**src/rtl/axi4_pkg.sv**
```systemverilog
// axi4_pkg: AXI4 response/burst encodings, default ARCACHE and the read-arbiter FSM states.
package axi4_pkg;
    typedef enum logic [1:0] {RESP_OKAY, RESP_EXOKAY, RESP_SLVERR, RESP_DECERR} resp_t;
    typedef enum logic [1:0] {BURST_FIXED, BURST_INCR, BURST_WRAP} burst_t;
    localparam logic [3:0] ARCACHE_DEFAULT = 4'b0011;
    typedef enum logic [1:0] {ST_IDLE, ST_ADDR, ST_DATA} state_t;
endpackage

```
**src/rtl/rr_arbiter.sv**
```systemverilog
// rr_arbiter: combinational round-robin pick of the first request at or after the pointer.
module rr_arbiter #(
    parameter int NUM_REQ = 2
) (
    input  logic [NUM_REQ-1:0]         i_req,
    input  logic [$clog2(NUM_REQ)-1:0] i_ptr,
    output logic [NUM_REQ-1:0]         o_grant,
    output logic [$clog2(NUM_REQ)-1:0] o_idx
);
    localparam int IW = $clog2(NUM_REQ);
    logic [IW-1:0] w_j;
    // Walk from farthest to nearest so the nearest requester overwrites the rest.
    always_comb begin
        o_grant = '0;
        o_idx   = '0;
        w_j     = '0;
        for (int k = NUM_REQ - 1; k >= 0; k--) begin
            w_j = IW'((int'(i_ptr) + k) % NUM_REQ);
            if (i_req[w_j]) begin
                o_grant = NUM_REQ'(1) << w_j;
                o_idx   = w_j;
            end
        end
    end
endmodule

```
**src/rtl/axi4_read_arbiter.sv**
```systemverilog
// axi4_read_arbiter: round-robin share of one AXI4 read master among NUM_REQ requesters,
// one burst outstanding, R beats steered back to the granted requester until RLAST.
module axi4_read_arbiter
    import axi4_pkg::*;
#(
    parameter int NUM_REQ        = 2,
    parameter int AXI_ID_WIDTH   = 4,
    parameter int AXI_ADDR_WIDTH = 32,
    parameter int AXI_DATA_WIDTH = 32,
    parameter int AXI_STRB_WIDTH = AXI_DATA_WIDTH / 8,
    parameter int AXI_ADDR_LSB   = $clog2(AXI_STRB_WIDTH)
) (
    input  logic                                M_AXI_ACLK,
    input  logic                                M_AXI_ARESET,
    input  logic [NUM_REQ-1:0]                  REQ_ARVALID,
    output logic [NUM_REQ-1:0]                  REQ_ARREADY,
    input  logic [NUM_REQ*AXI_ADDR_WIDTH-1:0]   REQ_ARADDR,
    input  logic [NUM_REQ*8-1:0]                REQ_ARLEN,
    output logic [AXI_DATA_WIDTH-1:0]           REQ_RDATA,
    output logic [1:0]                          REQ_RRESP,
    output logic                                REQ_RLAST,
    output logic [NUM_REQ-1:0]                  REQ_RVALID,
    input  logic [NUM_REQ-1:0]                  REQ_RREADY,
    output logic [AXI_ID_WIDTH-1:0]             M_AXI_ARID,
    output logic [AXI_ADDR_WIDTH-1:0]           M_AXI_ARADDR,
    output logic [7:0]                          M_AXI_ARLEN,
    output logic [2:0]                          M_AXI_ARSIZE,
    output logic [1:0]                          M_AXI_ARBURST,
    output logic                                M_AXI_ARLOCK,
    output logic [3:0]                          M_AXI_ARCACHE,
    output logic [2:0]                          M_AXI_ARPROT,
    output logic [3:0]                          M_AXI_ARQOS,
    output logic [3:0]                          M_AXI_ARREGION,
    output logic                                M_AXI_ARVALID,
    input  logic                                M_AXI_ARREADY,
    input  logic [AXI_ID_WIDTH-1:0]             M_AXI_RID,
    input  logic [AXI_DATA_WIDTH-1:0]           M_AXI_RDATA,
    input  logic [1:0]                          M_AXI_RRESP,
    input  logic                                M_AXI_RLAST,
    input  logic                                M_AXI_RVALID,
    output logic                                M_AXI_RREADY,
    output logic                                ERR_RID
);
    localparam int IW = $clog2(NUM_REQ);
    state_t                    r_state;
    logic [IW-1:0]             r_ptr;
    logic [IW-1:0]             r_grant;
    logic                      r_arvalid;
    logic [AXI_ADDR_WIDTH-1:0] r_araddr;
    logic [7:0]                r_arlen;
    logic                      r_err;
    logic [NUM_REQ-1:0]        w_gnt_oh;
    logic [IW-1:0]             w_gnt_idx;
    logic                      w_in_idle;
    logic                      w_in_data;
    logic                      w_rhs;
    rr_arbiter #(.NUM_REQ(NUM_REQ)) u_rr (
        .i_req   (REQ_ARVALID),
        .i_ptr   (r_ptr),
        .o_grant (w_gnt_oh),
        .o_idx   (w_gnt_idx)
    );
    assign w_in_idle      = r_state == ST_IDLE;
    assign w_in_data      = r_state == ST_DATA;
    assign w_rhs          = M_AXI_RVALID && M_AXI_RREADY;
    assign REQ_ARREADY    = w_in_idle ? w_gnt_oh : '0;
    assign M_AXI_RREADY   = w_in_data && REQ_RREADY[r_grant];
    assign REQ_RVALID     = (w_in_data && M_AXI_RVALID) ? NUM_REQ'(1) << r_grant : '0;
    assign REQ_RDATA      = M_AXI_RDATA;
    assign REQ_RRESP      = M_AXI_RRESP;
    assign REQ_RLAST      = M_AXI_RLAST;
    assign M_AXI_ARID     = AXI_ID_WIDTH'(r_grant);
    assign M_AXI_ARADDR   = r_araddr;
    assign M_AXI_ARLEN    = r_arlen;
    assign M_AXI_ARVALID  = r_arvalid;
    assign M_AXI_ARSIZE   = 3'(AXI_ADDR_LSB);
    assign M_AXI_ARBURST  = BURST_INCR;
    assign M_AXI_ARLOCK   = 1'b0;
    assign M_AXI_ARCACHE  = ARCACHE_DEFAULT;
    assign M_AXI_ARPROT   = 3'b000;
    assign M_AXI_ARQOS    = 4'd0;
    assign M_AXI_ARREGION = 4'd0;
    assign ERR_RID        = r_err;
    always_ff @(posedge M_AXI_ACLK or posedge M_AXI_ARESET) begin
        if (M_AXI_ARESET) begin
            r_state   <= ST_IDLE;
            r_ptr     <= '0;
            r_grant   <= '0;
            r_arvalid <= 1'b0;
            r_araddr  <= '0;
            r_arlen   <= '0;
            r_err     <= 1'b0;
        end else begin
            case (r_state)
                ST_IDLE: if (|REQ_ARVALID) begin
                    r_grant   <= w_gnt_idx;
                    r_araddr  <= REQ_ARADDR[w_gnt_idx*AXI_ADDR_WIDTH +: AXI_ADDR_WIDTH];
                    r_arlen   <= REQ_ARLEN[w_gnt_idx*8 +: 8];
                    r_ptr     <= (w_gnt_idx == IW'(NUM_REQ - 1)) ? '0 : w_gnt_idx + 1'b1;
                    r_arvalid <= 1'b1;
                    r_state   <= ST_ADDR;
                end
                ST_ADDR: if (M_AXI_ARREADY) begin
                    r_arvalid <= 1'b0;
                    r_state   <= ST_DATA;
                end
                ST_DATA: if (w_rhs && M_AXI_RLAST) r_state <= ST_IDLE;
                default: r_state <= ST_IDLE;
            endcase
            // A wrong RID is flagged but the beat is still delivered.
            if (w_rhs && M_AXI_RID != AXI_ID_WIDTH'(r_grant)) r_err <= 1'b1;
        end
    end
endmodule

```
**config.mk**
```make
export PLATFORM = sky130hd
export DESIGN_NAME = axi4_read_arbiter
export DESIGN_NICKNAME = d
export VERILOG_FILES = /design/src/rtl/axi4_pkg.sv /design/src/rtl/rr_arbiter.sv /design/src/rtl/axi4_read_arbiter.sv
export SDC_FILE = /design/constraint.sdc
export NUM_CORES = 1
export LEC_CHECK = 0
export ABC_AREA = 1
export BUFFER_PORTS_ARGS = -buffer_cell sky130_fd_sc_hd__buf_2
export CORE_AREA = 2 2 91 93
export DETAILED_ROUTE_END_ITERATION = 16
export DIE_AREA = 0 0 93 95
export GPL_ROUTABILITY_DRIVEN = 0
export PLACE_DENSITY = 0.74
export SKIP_CTS_REPAIR_TIMING = 1
export SLEW_MARGIN = 20
export SYNTH_ARGS = -nofsm -noshare
export SYNTH_HDL_FRONTEND = slang
export SYNTH_SLANG_ARGS = --single-unit
export TNS_END_PERCENT = 20
```
**constraint.sdc**
```tcl
create_clock -name M_AXI_ACLK -period 2.54 [get_ports M_AXI_ACLK]
set_clock_uncertainty 0.15 [all_clocks]
set_input_delay 0.127 -clock M_AXI_ACLK [delete_from_list [all_inputs] [get_ports M_AXI_ACLK]]
set_output_delay 0.127 -clock M_AXI_ACLK [all_outputs]
set_load 0.005 [all_outputs]
```
# After elaboration in Yosys (flattened, before gate mapping)
# Index checks and enable logic that the tools add are counted.
# Widths: inputs -> output; s select.
# word_totals
inputBits	127
latchBits	0
ram_bits	0
elab_cells	54
regBits	46
rom_bits	0
n_memories	0
# op_classes
div_mod_pow	0
n_mux	20
reduce_logical	11
n_eq_ne	6
order_cmp	3
multipliers	0
shift	5
addsub	2
n_bitwise	0
# op_table
op	n
$shiftx 64x7->32	1
$shiftx 16x5->8	1
$mux 2	7
$mux 1	11
$lt 1x2->1 const B	3
$pmux 2 s3	1
$reduce_and 3->1	2
$shl 1x1->2 const A	3
$logic_and 1x1->1	5
$ne 2x1->1 const B	2
$ne 4x1->1	1
$add 1x1->1 const B	2
$eq 2x1->1 const B	1
$eq 2x2->1 const B	1
$logic_not 2->1	1
$ne 2x2->1 const B	1
$pmux 1 s2	1
$reduce_and 2->1	1
$reduce_bool 2->1	1
$reduce_or 2->1	1

# Depth between registers and ports, before layout
# logic_depth
depth_word	7
depth_mapped	7

# Hierarchy
# A second synthesis with hierarchy kept.
# unflattened
cells_unflattened	416
area_unflattened_um2	2969.1
# modules_own_cells
mod	n_inst	area_each_um2	cells_per_inst
axi4_read_arbiter	1	2934.1	411
rr_arbiter	1	35.0	5

# Worst setup path after synthesis
# OpenSTA, ideal clock, no wires.
# synth_timing
kind	flip-flop to flip-flop
startpoint	register r_state[1]
endpoint	register r_araddr[11], in the netlist M_AXI_ARADDR[11]
period_less_slack_ps	1342
setup_ps	125
path_slack_ps	1198
stages_incl_launch_ff	7
n_path_buf	2
arrival_time_ps	1067
path_cell_list	dfrtp_1 nor2_4 o21ai_2 buf_4 buf_4 nand2_1 nand3_1
# synth_between
elab_chain_len	2
# synth_rtl
item	line_no	text
start: declaration	axi4_read_arbiter.sv:45	state_t r_state;
start signal: assignment	axi4_read_arbiter.sv:86	r_state <= ST_IDLE;
start signal: assignment	axi4_read_arbiter.sv:101	r_state <= ST_ADDR;
start signal: assignment	axi4_read_arbiter.sv:105	r_state <= ST_DATA;
$logic_not 2->1	axi4_read_arbiter.sv:94	case (r_state)
$reduce_and 2->1 (no source line)	--	
end signal: assignment	axi4_read_arbiter.sv:97	r_araddr <= REQ_ARADDR[w_gnt_idx*AXI_ADDR_WIDTH +: AXI_ADDR_WIDTH];
end: declaration	axi4_read_arbiter.sv:49	logic [AXI_ADDR_WIDTH-1:0] r_araddr;
# No other way between the ends.
# A chain may end at the register's enable or synchronous reset.

# Final worst setup path
# layout_timing
startpoint	register r_state[1]
endpoint	register r_araddr[19], in the netlist M_AXI_ARADDR[19]
# Same word-level chain as after synthesis.

==> metrics.md <==
| Metric | Value |
|---|---|
| Starting Density | 34.3% |
| H-Tree Depth | 2 |
| Clk buf depth | 2 |
| Routed Antenna Nets | 0 |
| DR pass1 iterations | 4 |
| DRC viols | 0 |
| Layout area overhead | 48.6% |
| CTS root buffer | clkbuf_8 |
| Sequential share of power | between 30% and 40% |
| Clock latency on the worst-skew pair | 0.29 ns |
| Die Y | 95 um |
| Largest net degree at the start of global routing | 81 |
| Avg Cell Area, Syn | 8.09 um2 |
| Crit path kind | reg2reg |
| Post-synth EDFFs | 0 |
| Most frequent cells in the layout | buf_2, nand3_1, dlygate4sd3_1 |
| WHS Path Cells | 3 |
| CTS clock-pin slew for the worst setup and hold paths | 0.09 ns |
| Rel. slew slack | 45.9% |
| Worst-path fanout max | 80 |
| Mapped Cells | 336 |
| Per-cell routed wire length | 13.4 um |
| Min cycle time layout | 2.27 ns |
| CP cell instances | nor2_4 > buf_4 > nand4_1 > nand3_1 > dlygate4sd3_1 |
| Placed Cells incl. Taps | 526 |
| Setup violators final | 0 |
| Post-route insts no fill | 615 |
| HPWL after DPL | 4.99 mm |
| Vias in the first global route | between 2000 and 2500 |
| Setup TNS | 0 ns |
| Max Cap Viol | 0 |
| Worst-Margin Slew | 0.810 ns |
| Peak VDD IR | 0.395 mV |
| DIE AREA | slightly below 9000 um2 |
| Fin nets | 636 |
| CTS tree | done |
| CP required | 2.62 ns |
| LEAKAGE | 2.11 nW |
| Comb pwr share | between 50% and 60% |
| Layout fillers | 759 |
| GR Overflow Total | 0 |
| FF-to-FF path depth | 5 |
| Final Hold Fails | 2 |
| CTS sink cnt | 46 |
| CP max stage delay | ~0.60 ns |
| Post-synth ARST share | between 90% and 100% |
| Ports | 234 |
| Yosys cell types | 19 |
| Worst setup EP type | flip-flop |
| Ys flop type | dfrtp_1 |
| Hold WC Path Type | in2reg |
| Sequential share of the synthesized area | 42.4% |
| Fin Hold WS | -0.0259 ns |
| Status | finished, violations left |
| GRT Total Usage | 14.6% |
| Routed WL | approximately 8.2 mm |
| Warning count from the yosys run | 0 |
| Rows | 33 |
| DIE WIDTH | 93 um |
| Cell area after synthesis | ~2700 um2 |
| Cell Int Power | 2.49 mW |
| Placeable Area | 7930 um2 |
| I/O Buffers | 141 |
| Via count | about 3000 |
| Total Power | 4.02 mW |
| Clock share of power | a little under an eighth |
| Fmax | 440 MHz |
| DR iter-0 viols | 100 |
| Most common cell after layout, fill and taps aside | buf_2 |
| Power Dens Cells | 996 nW/um2 |
| P_sw | 1.53 mW |
| Final core occ | 50.9% |
| Arr. time, crit path | about 2.4 ns |
| Num CTS Buffers | 5 |
| Slowest cell on crit path | buf_4 |
| Global-route wire length before repair | 10.3 mm |
| Layout cells sized above 1 | 31.4% |
| Type of origin of the critical path | flip-flop |
| Final Max Slew Viols | 0 |
| ANT cells | 0 |
| RSZ-0062 raised after global routing | false |
| Critical path origin | r_state[1] |
| Synth Register Bits | 46 |
| Final worst-path cycle share | roughly 89% |
| RR Startpoint | r_state[1] |
| Violated checks | negative hold slack |
| DR vias/cell | roughly 4.9 |
| Worst hold start | REQ_ARADDR[8] |
| Switching share of power | about two fifths |
| Antenna violations before repair | 0 |
path summary, 6_finish.rpt:
| path | end | slack (ns) |
|---|---|---|
| min reg2reg | M_AXI_ARVALID | 0.34 |
| min | M_AXI_ARADDR[8] | -0.03 |
| max in group asynchronous | r_grant | 1.39 |
| max reg2reg | M_AXI_ARADDR[19] | 0.27 |
| min in group asynchronous | M_AXI_ARADDR[5] | 0.37 |
| max | M_AXI_ARADDR[19] | 0.27 |
layout make-up:
cell class              instances  area (um2)  area share (%)
multi-input cells             218        1050            26.1
flip-flops and latches         46        1150            28.5
clock buffers                   6        82.6            2.04
clock inverters                 2        12.5           0.310
inverters                       8        31.3           0.774
repair buffers                230        1580            39.0
well taps                     105         131            3.25
flip-flops by register name (all words and copies together) (netlist names):
signal / count
r_ptr: 1
ERR_RID: 1
r_grant: 1
r_state: 2
M_AXI_ARLEN: 8
M_AXI_ARVALID: 1
M_AXI_ARADDR: 32
cells by family (layout without fill, tap and decap cells):
logic type,Yosys count,after routing,share of synthesized area (%)
AO/OA/AOI/OAI,6,6,1.33
AND/OR/NAND/NOR,188,188,33.8
other,2,24,0.276
buffers and inverters,94,246,22.2
flip-flops,46,46,42.4
cell usage after synthesis (2+ instances only):
cell,count,area share [%]
buf_2,5,0.92
clkbuf_1,14,1.9
dfrtp_1,46,42
nand3_1,81,15
a21oi_1,2,0.37
buf_4,63,17
buf_1,3,0.41
nor2_1,7,0.97
nand2_1,57,7.9
conb_1,2,0.28
nand4_1,41,9.4
inv_1,8,1.1
power groups by stage:
| stage | Combinational [mW] | Clock, mW | Sequential, mW |
|---|---|---|---|
| floorplan | 1.05 | 0 | 1.32 |
| global placement | 1.56 | 0 | 1.30 |
| detailed placement | 1.61 | 0 | 1.30 |
| CTS | 1.60 | 0.498 | 1.30 |
| global route | 2.51 | 0.521 | 1.35 |
| finish | 2.24 | 0.473 | 1.31 |
critical path: cells and delay by family (launching register included):
| kind | cells | cell delay, ns |
|---|---|---|
| buf+inv | 2 | 1.15 |
| flops | 1 | 0.42 |
| simple gates | 3 | 0.48 |
metal layers:
layer,vias to the layer above,share of wire (%),track usage (%),routed length [um]
met5,-,0,0,0
met4,0,1.7,4.90,138
met3,15,7.5,3.75,621
met2,157,52,24.5,4270
met1,1405,39,18.4,3200
li1,1407,-,-,-
through the flow:
| step | cell area, um2 | setup WS (ns) | hold WS, ns |
|---|---|---|---|
| after global routing | 4040 | 0.127 | 0.00282 |
| final | 4040 | 0.270 | -0.0259 |
| after floorplan | 2800 | 1.18 | 0.0843 |
| after CTS | 3230 | 0.564 | -0.105 |
| after global placement | 3130 | 0.900 | 0.104 |
| after detailed placement | 3130 | 0.819 | 0.104 |
(Power assumes the default switching activity.)
